`config.mk`:
```
export PLATFORM = sky130hd
export DESIGN_NAME = fsmc_read_port
export DESIGN_NICKNAME = d
export VERILOG_FILES = /design/src/rtl/fsmc_read_port_pkg.sv /design/src/rtl/fsmc_sync2.sv /design/src/rtl/fsmc_read_port.sv
export SDC_FILE = /design/constraint.sdc
export NUM_CORES = 1
export LEC_CHECK = 0
export CAP_MARGIN = 10
export CORE_MARGIN = 1
export CORE_UTILIZATION = 47
export DETAILED_ROUTE_END_ITERATION = 8
export GPL_TIMING_DRIVEN = 0
export PLACE_DENSITY_LB_ADDON = 0.08
export SLEW_MARGIN = 10
export SYNTH_ARGS = -nofsm -noshare
export SYNTH_HDL_FRONTEND = slang
export SYNTH_HIERARCHICAL = 1
export SYNTH_SLANG_ARGS = --single-unit
```
`constraint.sdc`:
```
create_clock -name clk -period 5.5 [get_ports clk]
set_clock_uncertainty 0.1 [all_clocks]
set_input_delay 0.55 -clock clk [delete_from_list [all_inputs] [get_ports clk]]
set_output_delay 0.55 -clock clk [all_outputs]
set_load 0.02 [all_outputs]
```
`src/rtl/fsmc_read_port_pkg.sv`:
```
// Shared definitions for the FSMC link: register address map, read-port
// state encoding and synchronizer depth. The write-side block uses the same
// address constants.
package fsmc_read_port_pkg;

   // Depth of the NE/NOE synchronizers.
   localparam int SYNC_DEPTH = 2;

   // Register address map as seen by the MCU.
   localparam logic [7:0] ADDR_ENC1_LO = 8'h10;
   localparam logic [7:0] ADDR_ENC1_HI = 8'h11;
   localparam logic [7:0] ADDR_ENC2_LO = 8'h12;
   localparam logic [7:0] ADDR_ENC2_HI = 8'h13;
   localparam logic [7:0] ADDR_ENC3_LO = 8'h14;
   localparam logic [7:0] ADDR_ENC3_HI = 8'h15;
   localparam logic [7:0] ADDR_ENC4_LO = 8'h16;
   localparam logic [7:0] ADDR_ENC4_HI = 8'h17;
   localparam logic [7:0] ADDR_BATTERY = 8'h18;
   localparam logic [7:0] ADDR_CAP_V   = 8'h19;
   localparam logic [7:0] ADDR_IR      = 8'h1A;
   localparam logic [7:0] ADDR_VERSION = 8'h1B;

   // Read-port states. ST_WAIT_REL is only reachable in the timeout build.
   typedef enum logic [1:0] {
      ST_IDLE     = 2'd0,
      ST_LATCH    = 2'd1,
      ST_DRIVE    = 2'd2,
      ST_WAIT_REL = 2'd3
   } state_t;

endpackage : fsmc_read_port_pkg

```
`src/rtl/fsmc_sync2.sv`:
```
// Multi-flop synchronizer for one asynchronous control line with a
// selectable reset value (FSMC strobes idle high, so they reset to 1).
module fsmc_sync2
   import fsmc_read_port_pkg::*;
#(
   parameter int   DEPTH   = SYNC_DEPTH,
   parameter logic RST_VAL = 1'b1
) (
   input  logic clk,
   input  logic rst_n,
   input  logic d,
   output logic q
);

   logic [DEPTH-1:0] chain;

   // Shift the asynchronous input through the flop chain.
   always_ff @(posedge clk or negedge rst_n) begin
      if (!rst_n) begin
         chain <= {DEPTH{RST_VAL}};
      end else begin
         // NOTE: sequential state uses non-blocking assignments so every flop
         // samples the pre-edge value of its neighbour.
         chain <= {chain[DEPTH-2:0], d};
      end
   end

   assign q = chain[DEPTH-1];

endmodule : fsmc_sync2

```
`src/rtl/fsmc_read_port.sv`:
```
// FPGA-side responder for STM32 FSMC read cycles. Synchronizes NE/NOE,
// snapshots the addressed status register into data_out and drives the bus
// through a registered output enable while the MCU holds NOE low.
// Encoder reads are made coherent by shadowing the high half on a low-half read.
// Optional build macro: FSMC_RD_TIMEOUT_EN -- bounds the bus drive to
// TIMEOUT_CYCLES clocks and raises the sticky rd_timeout flag on expiry.
module fsmc_read_port
   import fsmc_read_port_pkg::*;
#(
   parameter int          TIMEOUT_CYCLES = 255,
   parameter logic [15:0] VERSION_WORD   = 16'h5A18
) (
   input  logic        clk,
   input  logic        Rst_n,
   input  logic        NE,
   input  logic        NOE,
   input  logic [7:0]  Address,
   input  logic [31:0] enc1,
   input  logic [31:0] enc2,
   input  logic [31:0] enc3,
   input  logic [31:0] enc4,
   input  logic [15:0] battery,
   input  logic [15:0] cap_v,
   input  logic        infrared,
   output logic [15:0] data_out,
   output logic        data_oe,
   output logic        rd_strobe,
   output logic        rd_timeout
);

   logic        ne_s;
   logic        noe_s;
   state_t      state;
   state_t      next_state;
   logic [15:0] mux_data;
   logic [15:0] shadow [4];
   logic        load;
   logic        oe_d;

   fsmc_sync2 #(.RST_VAL(1'b1)) u_sync_ne (
      .clk   (clk),
      .rst_n (Rst_n),
      .d     (NE),
      .q     (ne_s)
   );

   fsmc_sync2 #(.RST_VAL(1'b1)) u_sync_noe (
      .clk   (clk),
      .rst_n (Rst_n),
      .d     (NOE),
      .q     (noe_s)
   );

`ifdef FSMC_RD_TIMEOUT_EN
   localparam int CNT_W = (TIMEOUT_CYCLES > 1) ? $clog2(TIMEOUT_CYCLES) : 1;

   logic [CNT_W-1:0] drive_cnt;
   logic             timeout_hit;

   assign timeout_hit = (drive_cnt == CNT_W'(TIMEOUT_CYCLES - 1));

   // Count cycles spent in DRIVE; cleared whenever DRIVE is (re)entered or left.
   always_ff @(posedge clk or negedge Rst_n) begin
      if (!Rst_n) begin
         drive_cnt <= '0;
      end else if (state == ST_DRIVE && next_state == ST_DRIVE) begin
         drive_cnt <= drive_cnt + 1'b1;
      end else begin
         drive_cnt <= '0;
      end
   end

   // Sticky timeout flag, only cleared by reset.
   always_ff @(posedge clk or negedge Rst_n) begin
      if (!Rst_n) begin
         rd_timeout <= 1'b0;
      end else if (state == ST_DRIVE && next_state == ST_WAIT_REL) begin
         rd_timeout <= 1'b1;
      end
   end
`else
   logic unused_timeout_cfg;

   assign unused_timeout_cfg = (TIMEOUT_CYCLES != 0);
   assign rd_timeout         = 1'b0;
`endif

   // State register.
   always_ff @(posedge clk or negedge Rst_n) begin
      if (!Rst_n) begin
         state <= ST_IDLE;
      end else begin
         state <= next_state;
      end
   end

   // Next-state logic: a read starts on synced NE=NOE=0 and ends on release.
   always_comb begin
      // NOTE: default assignment first so no path leaves next_state unassigned
      // (which would infer a latch).
      next_state = state;
      case (state)
         ST_IDLE: begin
            if (!ne_s && !noe_s) next_state = ST_LATCH;
         end
         ST_LATCH: begin
            next_state = ST_DRIVE;
         end
         ST_DRIVE: begin
            if (noe_s || ne_s) begin
               next_state = ST_IDLE;
            end
`ifdef FSMC_RD_TIMEOUT_EN
            else if (timeout_hit) begin
               next_state = ST_WAIT_REL;
            end
`endif
         end
`ifdef FSMC_RD_TIMEOUT_EN
         ST_WAIT_REL: begin
            if (noe_s) next_state = ST_IDLE;
         end
`endif
         default: begin
            next_state = ST_IDLE;
         end
      endcase
   end

   // Output decode: registered outputs follow the state being entered, so
   // data_oe/rd_strobe/data_out are valid on the edge that enters LATCH.
   always_comb begin
      load = (next_state == ST_LATCH);
      oe_d = (next_state == ST_LATCH) || (next_state == ST_DRIVE);
   end

   // Read mux: live register values, shadows for the encoder high halves.
   always_comb begin
      mux_data = 16'h0000;
      case (Address)
         ADDR_ENC1_LO: mux_data = enc1[15:0];
         ADDR_ENC1_HI: mux_data = shadow[0];
         ADDR_ENC2_LO: mux_data = enc2[15:0];
         ADDR_ENC2_HI: mux_data = shadow[1];
         ADDR_ENC3_LO: mux_data = enc3[15:0];
         ADDR_ENC3_HI: mux_data = shadow[2];
         ADDR_ENC4_LO: mux_data = enc4[15:0];
         ADDR_ENC4_HI: mux_data = shadow[3];
         ADDR_BATTERY: mux_data = battery;
         ADDR_CAP_V:   mux_data = cap_v;
         ADDR_IR:      mux_data = {15'b0, infrared};
         ADDR_VERSION: mux_data = VERSION_WORD;
         default:      mux_data = 16'h0000;
      endcase
   end

   // Encoder shadows: a low-half read captures the matching high half.
   always_ff @(posedge clk or negedge Rst_n) begin
      if (!Rst_n) begin
         // NOTE: the shadows are a small register array (not RAM) and their
         // reset value is visible to software, so they are reset explicitly.
         for (int i = 0; i < 4; i++) shadow[i] <= 16'h0000;
      end else if (load) begin
         case (Address)
            ADDR_ENC1_LO: shadow[0] <= enc1[31:16];
            ADDR_ENC2_LO: shadow[1] <= enc2[31:16];
            ADDR_ENC3_LO: shadow[2] <= enc3[31:16];
            ADDR_ENC4_LO: shadow[3] <= enc4[31:16];
            default: ;
         endcase
      end
   end

   // Bus-side registers: snapshot data on LATCH, enable and strobe follow state.
   always_ff @(posedge clk or negedge Rst_n) begin
      if (!Rst_n) begin
         data_out  <= 16'h0000;
         data_oe   <= 1'b0;
         rd_strobe <= 1'b0;
      end else begin
         if (load) data_out <= mux_data;
         data_oe   <= oe_d;
         rd_strobe <= load;
      end
   end

endmodule : fsmc_read_port

```
==> results by group, run 1 <==
Run status
  • Run status: completed

Yosys
  • Main flop type after synthesis: dfrtp_1
  • Top post-synthesis cells by area: dfrtp_1 (43%), mux2_2 (15%), mux2i_1 (5.4%)
  • Synthesized area per cell: approximately 11 sq um
  • Synth area leader: dfrtp_1
  • Post-synthesis sequential area ratio: 45.5%
  • Synth cell count leaders: dfrtp_1 (84), mux2_2 (65), nand2_1 (28)
  • Top cell type's share of synthesized area: 43.3%
  • Syn_nets: 599
  • Seq cells post-synth: between 80 and 90
  • Dominant cell by count in the synthesized netlist: dfrtp_1
  • Total number of yosys warnings: 6
  • Mapped cell area: roughly 0.005 sq mm
  • Synth cell types: 56
  • Fraction of registers with async set or reset after synthesis: 100%
  • Post-synth EDFFs: 0
  • Cells after Synth: 425

Detailed routing
  • Wire length on met3: 1650 um
  • 1st-iter DRT viols: roughly 410
  • Met2 WL post-DR: around 8300 um
  • Vias: 4,550
  • Highest Signal Layer: met4
  • Post-Route M1 WL: 6810 um
  • DRC: 0
  • Wirelength, routed: about 17,000 um
  • Post-route ant nets: 0
  • Via density: between 5 and 6
  • Routed len/inst: about 23 um
  • First-pass detailed-route iteration total: 5

Setup path
  • FF-to-FF End: shadow[5]$_DFFE_PN0P_
  • Crit Path Max Fanout: 10
  • Crit Path Class: primary input to flop
  • Worst path required time: about 5.7 ns
  • CP Capture Type: flop
  • Critical Path AT: ~3.6 ns
  • Reg2Reg Depth: 6
  • Reg-to-reg startpoint: u_sync_noe/chain[1]$_DFF_PN1_
  • Worst Setup Start Kind: primary input
  • R2R Setup Slk: around 2.6 ns

Clocking
  • Setup repair bufs after CTS: 0
  • CTS-repair resized insts: 0
  • CTS sink count: 88
  • Root buffer selected by CTS: clkbuf_8
  • Htree depth: 3
  • Hold_buf cts: 0
  • CTS tree: built
  • Cts bufs inserted: 9
  • Worst-Skew Late Latency: between 0.3 and 0.4 ns
  • Clock buffer depth: 2
  • Reg clk slew, reported paths: 0.09 ns

GRT
  • Vias in the first global route: 4,804
  • Tot GR Track Use: 33.4%
  • Congestion Overflow GR: 0
  • Antenna violations before repair: 0
  • Global-route wire length before repair: around 27,000 um
  • Largest net degree at the start of global routing: between 50 and 60

STA
  • Tmin final: 3.40 ns
  • Fin. max-slew vios: 0
  • Final TNS setup: 0 ns
  • Setup violators final: 0
  • RSZ-0062 raised after global routing: false
  • Period Utilization, post-route: ~60%
  • Worst slew pin tran: around 0.9 ns
  • Worst slew margin: between 30% and 40%
  • Final Hold Viols: 0
  • Achievable Freq: about 290 MHz

Power and ir drop
  • Tot Pwr: ~1400 uW
  • Max VDD drop: 0.252 mV
  • Pwr/cell area: roughly 190 mW/mm^2
  • Leakage power: between 0.003 and 0.004 uW

Finish
  • Fillcell total: approximately 800
  • Layout area overhead: 46.3%
  • Nets@finish: ~800
  • Layout cell share with drive strength beyond 1: just under 20%
  • Cell Count, Final, Fillers Out: around 760
  • Antenna Cells: 0
  • Final core occ: between 70% and 80%

Place
  • Port Buffers: around 190
  • HPWL after DPL: 13,000 um
  • Inst Count DP: approximately 750
  • Placer Congestion: 0.945

Floorplan
  • Top-Level Pins: 192
  • Die Width: 104 um
  • Die area: about 0.011 sq mm
  • Number of cell rows: 36
  • Core Box Area: between 0.009 and 0.01 sq mm
  • Die Span Y: around 100 um
  • Initial Utilization: ~49%

Run
  • Max-cap violations: 0

Worst hold path
  • Worst min path class: primary input to asynchronous set/reset pin
[metrics by stage]
stage	instance area, sq um	worst slack (ns)	hold slack (ns)
floorplan	4850	3.13	0.154
global placement	6900	0.514	0.245
detailed placement	6920	1.91	0.247
CTS	7100	2.30	0.122
global route	7100	2.09	0.161
finish	7100	2.10	0.114
[registers in the layout, indices dropped and copies added (netlist names)]
signal,flops
data_oe,1
data_out,16
rd_strobe,1
shadow,64
state,2
u_sync_ne/chain,2
u_sync_noe/chain,2
[final cells by class]
type / instances / area, sq um / share of cell area, %
multi-input cells: 294 / 2450 / 34.5
flip-flops and latches: 88 / 2210 / 31.1
repair buffers: 189 / 1900 / 26.7
well taps: 133 / 166 / 2.34
plain buffers: 34 / 163 / 2.29
clock buffers: 10 / 138 / 1.94
clock inverters: 6 / 43.8 / 0.617
inverters: 9 / 33.8 / 0.476
[worst max-delay path by stage]
| stage | endpoint | from | slack (ns) | cells past startpoint |
|---|---|---|---|---|
| after detailed placement | data_out[0]$_DFFE_PN0N_ | Address[1] | 1.91 | 8 |
| after global routing | data_out[0]$_DFFE_PN0N_ | Address[1] | 2.09 | 8 |
| after global placement | shadow[26]$_DFFE_PN0P_ | Rst_n | 0.51 | 1 |
| final | data_out[0]$_DFFE_PN0N_ | Address[1] | 2.10 | 8 |
| after CTS | data_out[0]$_DFFE_PN0N_ | Address[1] | 2.30 | 8 |
| after floorplan | shadow[10]$_DFFE_PN0P_ | Address[2] | 3.13 | 7 |
[worst max-delay path, stage by stage]
cell and delay [ns]:
clkdlybuf4s50_1 0.50, buf_2 0.30, buf_1 0.72, inv_1 0.41, nand2_1 0.14, a21oi_1 0.08, a2111oi_0 0.73, o2bb2ai_1 0.10
[layer usage]
| metal | global-route usage, % | up-vias |
|---|---|---|
| met5 | 0 | - |
| met4 | 15.4 | 0 |
| met3 | 9.57 | 43 |
| met2 | 54.2 | 295 |
| met1 | 41.3 | 2210 |
| li1 | - | 2002 |
[placed cells by master (no fill, tap or decap), drive strengths merged, types with 3 or more instances in the layout]
cell type,synthesis,layout
nand2b,3,3
dfrtp,84,84
a32oi,7,7
nor3,13,13
o21ai,15,15
mux2,75,75
a311oi,4,4
a21oi,12,12
o31ai,5,5
inv,9,10
mux4,4,4
a31oi,3,3
a22o,5,5
o2bb2ai,7,7
nor2b,6,6
clkinv,0,4
clkdlybuf4s50,0,187
and3,6,6
o32ai,4,4
mux2i,26,26
nand3,11,11
clkbuf,12,22
dfstp,4,4
a221oi,3,3
nor2,15,15
o221ai,5,5
buf,22,24
nand2,28,28
nand3b,3,3
a22oi,11,11
[power breakdown]
part | internal [uW] | total, uW | switching [uW] | leakage (uW)
combinational | 156 | 267 | 112 | 0.00178
sequential | 662 | 669 | 7.65 | 0.00121
clock | 178 | 426 | 248 | 0.0000926
total | 995 | 1360 | 368 | 0.00309
[logic make-up (layout without fill, tap and decap cells)]
family                   count (synthesis)  after routing  share of synthesized area [%]
AND/OR/NAND/NOR                         93             93                           10.4
AO/OA/AOI/OAI                           94             94                           14.3
multiplexers                           105            105                           25.4
buffers and inverters                   43            248                           4.05
other                                    1              1                         0.0772
flip-flops                              88             88                           45.5
adder cells (fa/ha/maj)                  1              1                          0.258
No activity file was read; power rests on OpenSTA's default activity.
==> inputs of run 2 (changes only) <==
--- a/config.mk
+++ b/config.mk
@@ -7,7 +7,7 @@
 export LEC_CHECK = 0
 export CAP_MARGIN = 10
 export CORE_MARGIN = 1
-export CORE_UTILIZATION = 47
+export CORE_UTILIZATION = 40
 export DETAILED_ROUTE_END_ITERATION = 8
 export GPL_TIMING_DRIVEN = 0
 export PLACE_DENSITY_LB_ADDON = 0.08
==> constraint.sdc (replaced) <==
create_clock -name clk -period 3.1 [get_ports clk]
set_clock_uncertainty 0.1 [all_clocks]
set_input_delay 0.31 -clock clk [delete_from_list [all_inputs] [get_ports clk]]
set_output_delay 0.31 -clock clk [all_outputs]
set_load 0.02 [all_outputs]
==> results by group, run 2 (synthesis gave the netlist of run 1 again) <==
Clocking
  • Cts bufs inserted: 9 (unchanged)
  • Setup repair bufs after CTS: 0 (unchanged)
  • Htree depth: 3 (unchanged)
  • Reg clk slew, reported paths: 0.07 ns (was 0.09 ns)
  • Root buffer selected by CTS: clkbuf_16 (was clkbuf_8)
  • Worst-Skew Late Latency: 0.34 ns (was 0.37 ns)
  • CTS sink count: 88 (unchanged)
  • CTS tree: built (unchanged)
  • Clock buffer depth: 2 (unchanged)

Finish
  • Nets@finish: 799 (unchanged)
  • Fillcell total: 957 (was 783)
  • Antenna Cells: 0 (unchanged)
  • Layout cell share with drive strength beyond 1: 19.7% (was 19.8%)
  • Top flop regs: shadow x64, data_out x16 (unchanged)
  • Layout area overhead: 49.7% (was 46.3%)
  • Final core occ: 62.6% (was 71.7%)
  • Largest register FFs: 64 (unchanged)
  • Most frequent cells in the layout: clkdlybuf4s50_1 (187), dfrtp_1 (84), mux2_2 (65) (unchanged)
  • Cell Count, Final, Fillers Out: 773 (was 763)
  • Most common cell after layout, fill and taps aside: clkdlybuf4s50_1 (unchanged)
  • Reg with most FFs: shadow (unchanged)

Worst hold path
  • Hold path depth: 0
  • Hold_sp: u_sync_noe/chain[0]$_DFF_PN1_
  • Worst min path class: flop to flop (was primary input to asynchronous set/reset pin)
  • Hold EP: u_sync_noe/chain[1]$_DFF_PN1_

Setup path
  • Crit Path Class: flop to flop (was primary input to flop)
  • Worst path required time: 3.22 ns (was 5.65 ns)
  • Reg2Reg Depth: 6 (unchanged)
  • CP Capture Type: flop (unchanged)
  • FF-to-FF End: shadow[14]$_DFFE_PN0P_ (was shadow[5]$_DFFE_PN0P_)
  • Worst Setup Start Kind: flop (was primary input)
  • Crit Path Max Fanout: 10 (unchanged)
  • Critical Path AT: 2.96 ns (was 3.55 ns)
  • R2R Setup Slk: 0.26 ns (was 2.63 ns)
  • Reg-to-reg startpoint: u_sync_noe/chain[1]$_DFF_PN1_ (unchanged)

Floorplan
  • Core Box Area: 0.0116 sq mm (was 0.00991 sq mm)
  • Die area: 0.0126 sq mm (was 0.0107 sq mm)
  • Number of cell rows: 39 (was 36)
  • Top-Level Pins: 192 (unchanged)
  • Die Span Y: 112 um (was 104 um)
  • Initial Utilization: 41.8% (was 49.0%)
  • Die Width: 112 um (was 104 um)

GRT
  • Global-route wire length before repair: 27,300 um (was 26,600 um)
  • Tot GR Track Use: 29.5% (was 33.4%)
  • Vias in the first global route: 4,709 (was 4,804)
  • Largest net degree at the start of global routing: 48 (was 55)
  • Congestion Overflow GR: 0 (unchanged)
  • Antenna violations before repair: 0 (unchanged)

STA
  • Worst hold slack: 0.257 ns (was 0.114 ns)
  • Worst slew pin tran: 0.806 ns (was 0.904 ns)
  • Tmin final: ~2.8 ns
  • Fin. max-slew vios: 0 (unchanged)
  • Final Hold Viols: 0 (unchanged)
  • Period Utilization, post-route: roughly nine tenths
  • RSZ-0062 raised after global routing: false (unchanged)
  • Setup violators final: 0 (unchanged)
  • Worst slew margin: 46.2% (was 39.7%)
  • Achievable Freq: approximately 350 MHz

Detailed routing
  • DRC: 13 (was 0)
  • Via density: 5.78 (was 5.96)
  • Routed len/inst: 23.5 um (was 22.8 um)
  • Wirelength, routed: 18,200 um (was 17,400 um)
  • Post-route ant nets: 0 (unchanged)
  • 1st-iter DRT viols: 438 (was 413)
  • Vias: 4,471 (was 4,550)
  • First-pass detailed-route iteration total: 8 (was 5)

Place
  • Inst Count DP: 757 (was 747)
  • Port Buffers: 188 (unchanged)
  • Placer Congestion: 0.898 (was 0.945)
  • HPWL after DPL: 13,800 um (was 13,000 um)

Run status
  • Run status: finished with violations (was completed)
  • Failing checks: DRC

Run
  • Max-cap violations: 0 (unchanged)

Power and ir drop
  • Pwr/cell area: 392 mW/mm^2 (was 192 mW/mm^2)
  • Max VDD drop: 0.367 mV (was 0.252 mV)
  • Leakage power: 0.00315 uW (was 0.00309 uW)
run 2: cell types whose count changed in the layout (fill, tap and decap cells not counted), sizes merged:
| cell | change |
|---|---|
| bufinv | +2 |
| clkinv | -3 |
| dlygate4sd3 | +1 |
| inv | +1 |
| buf | -1 |
run 2: critical path, stage by stage, from the launching register on:
cell	delay (ns)
dfstp_2	0.37
nor4_1	0.38
ha_1	0.40
inv_1	0.16
nor3_2	0.60
buf_4	0.34
mux2_2	0.36
run 2: report_power, final:
| part | switching, uW | leakage [uW] | internal (uW) | total, uW |
|---|---|---|---|---|
| Clock | 469 | 0.000153 | 711 | 1180 |
| Combinational | 201 | 0.00179 | 278 | 479 |
| Sequential | 13.4 | 0.00121 | 1180 | 1190 |
| Total | 683 | 0.00315 | 2160 | 2850 |
run 2: area by class of cell:
cell class	instances	area [sq um]	share of cell area, %
Clock buffer	10	229	3.15
Clock inverter	6	90.1	1.24
Timing Repair Buffer	190	1920	26.4
Buffer	33	159	2.19
Sequential cell	88	2210	30.4
Inverter	9	33.8	0.465
Multi-Input combinational cell	294	2450	33.7
Tap cell	143	179	2.46
run 2: what timing repair did:
item | in CTS | in global routing
endpoints found under the setup margin | 1 | 0
gates resized for setup | 0 | 0
hold buffers | 1 | 0
hold endpoints to repair | 42 | 0
run 2: per-layer routing:
| layer | GRT usage [%] | wire, um | part of all wire (%) | up-vias |
|---|---|---|---|---|
| met5 | 0 | 0 | 0 | - |
| met4 | 11.6 | 498 | 2.7 | 0 |
| met3 | 7.24 | 1780 | 9.8 | 30 |
| met2 | 48.7 | 8510 | 47 | 257 |
| met1 | 37.3 | 7390 | 41 | 2176 |
| li1 | - | - | - | 2008 |
run 2: metrics by stage:
stage          setup WS, ns  cell area (sq um)  TNS [ns]  total power (uW)
4_1_cts               0.201               7270         0              2870
2_1_floorplan         0.868               4850         0              1360
3_5_place_dp         -0.383               6940     -2.37              1690
6_report              0.259               7270         0              2850
5_1_grt              0.0826               7270         0              2930
3_3_place_gp          -1.71               6920   -148.60              1680
run 2: worst max path at each step:
stage	startpoint	to	slack [ns]	cells past startpoint
floorplan	u_sync_noe/chain[1]$_DFF_PN1_	shadow[10]$_DFFE_PN0P_	0.87	7
global placement	Rst_n	shadow[31]$_DFFE_PN0P_	-1.71	1
detailed placement	Address[1]	data_out[6]$_DFFE_PN0N_	-0.38	8
CTS	u_sync_noe/chain[1]$_DFF_PN1_	shadow[14]$_DFFE_PN0P_	0.20	6
global route	u_sync_noe/chain[1]$_DFF_PN1_	shadow[12]$_DFFE_PN0P_	0.08	6
finish	u_sync_noe/chain[1]$_DFF_PN1_	shadow[14]$_DFFE_PN0P_	0.26	6
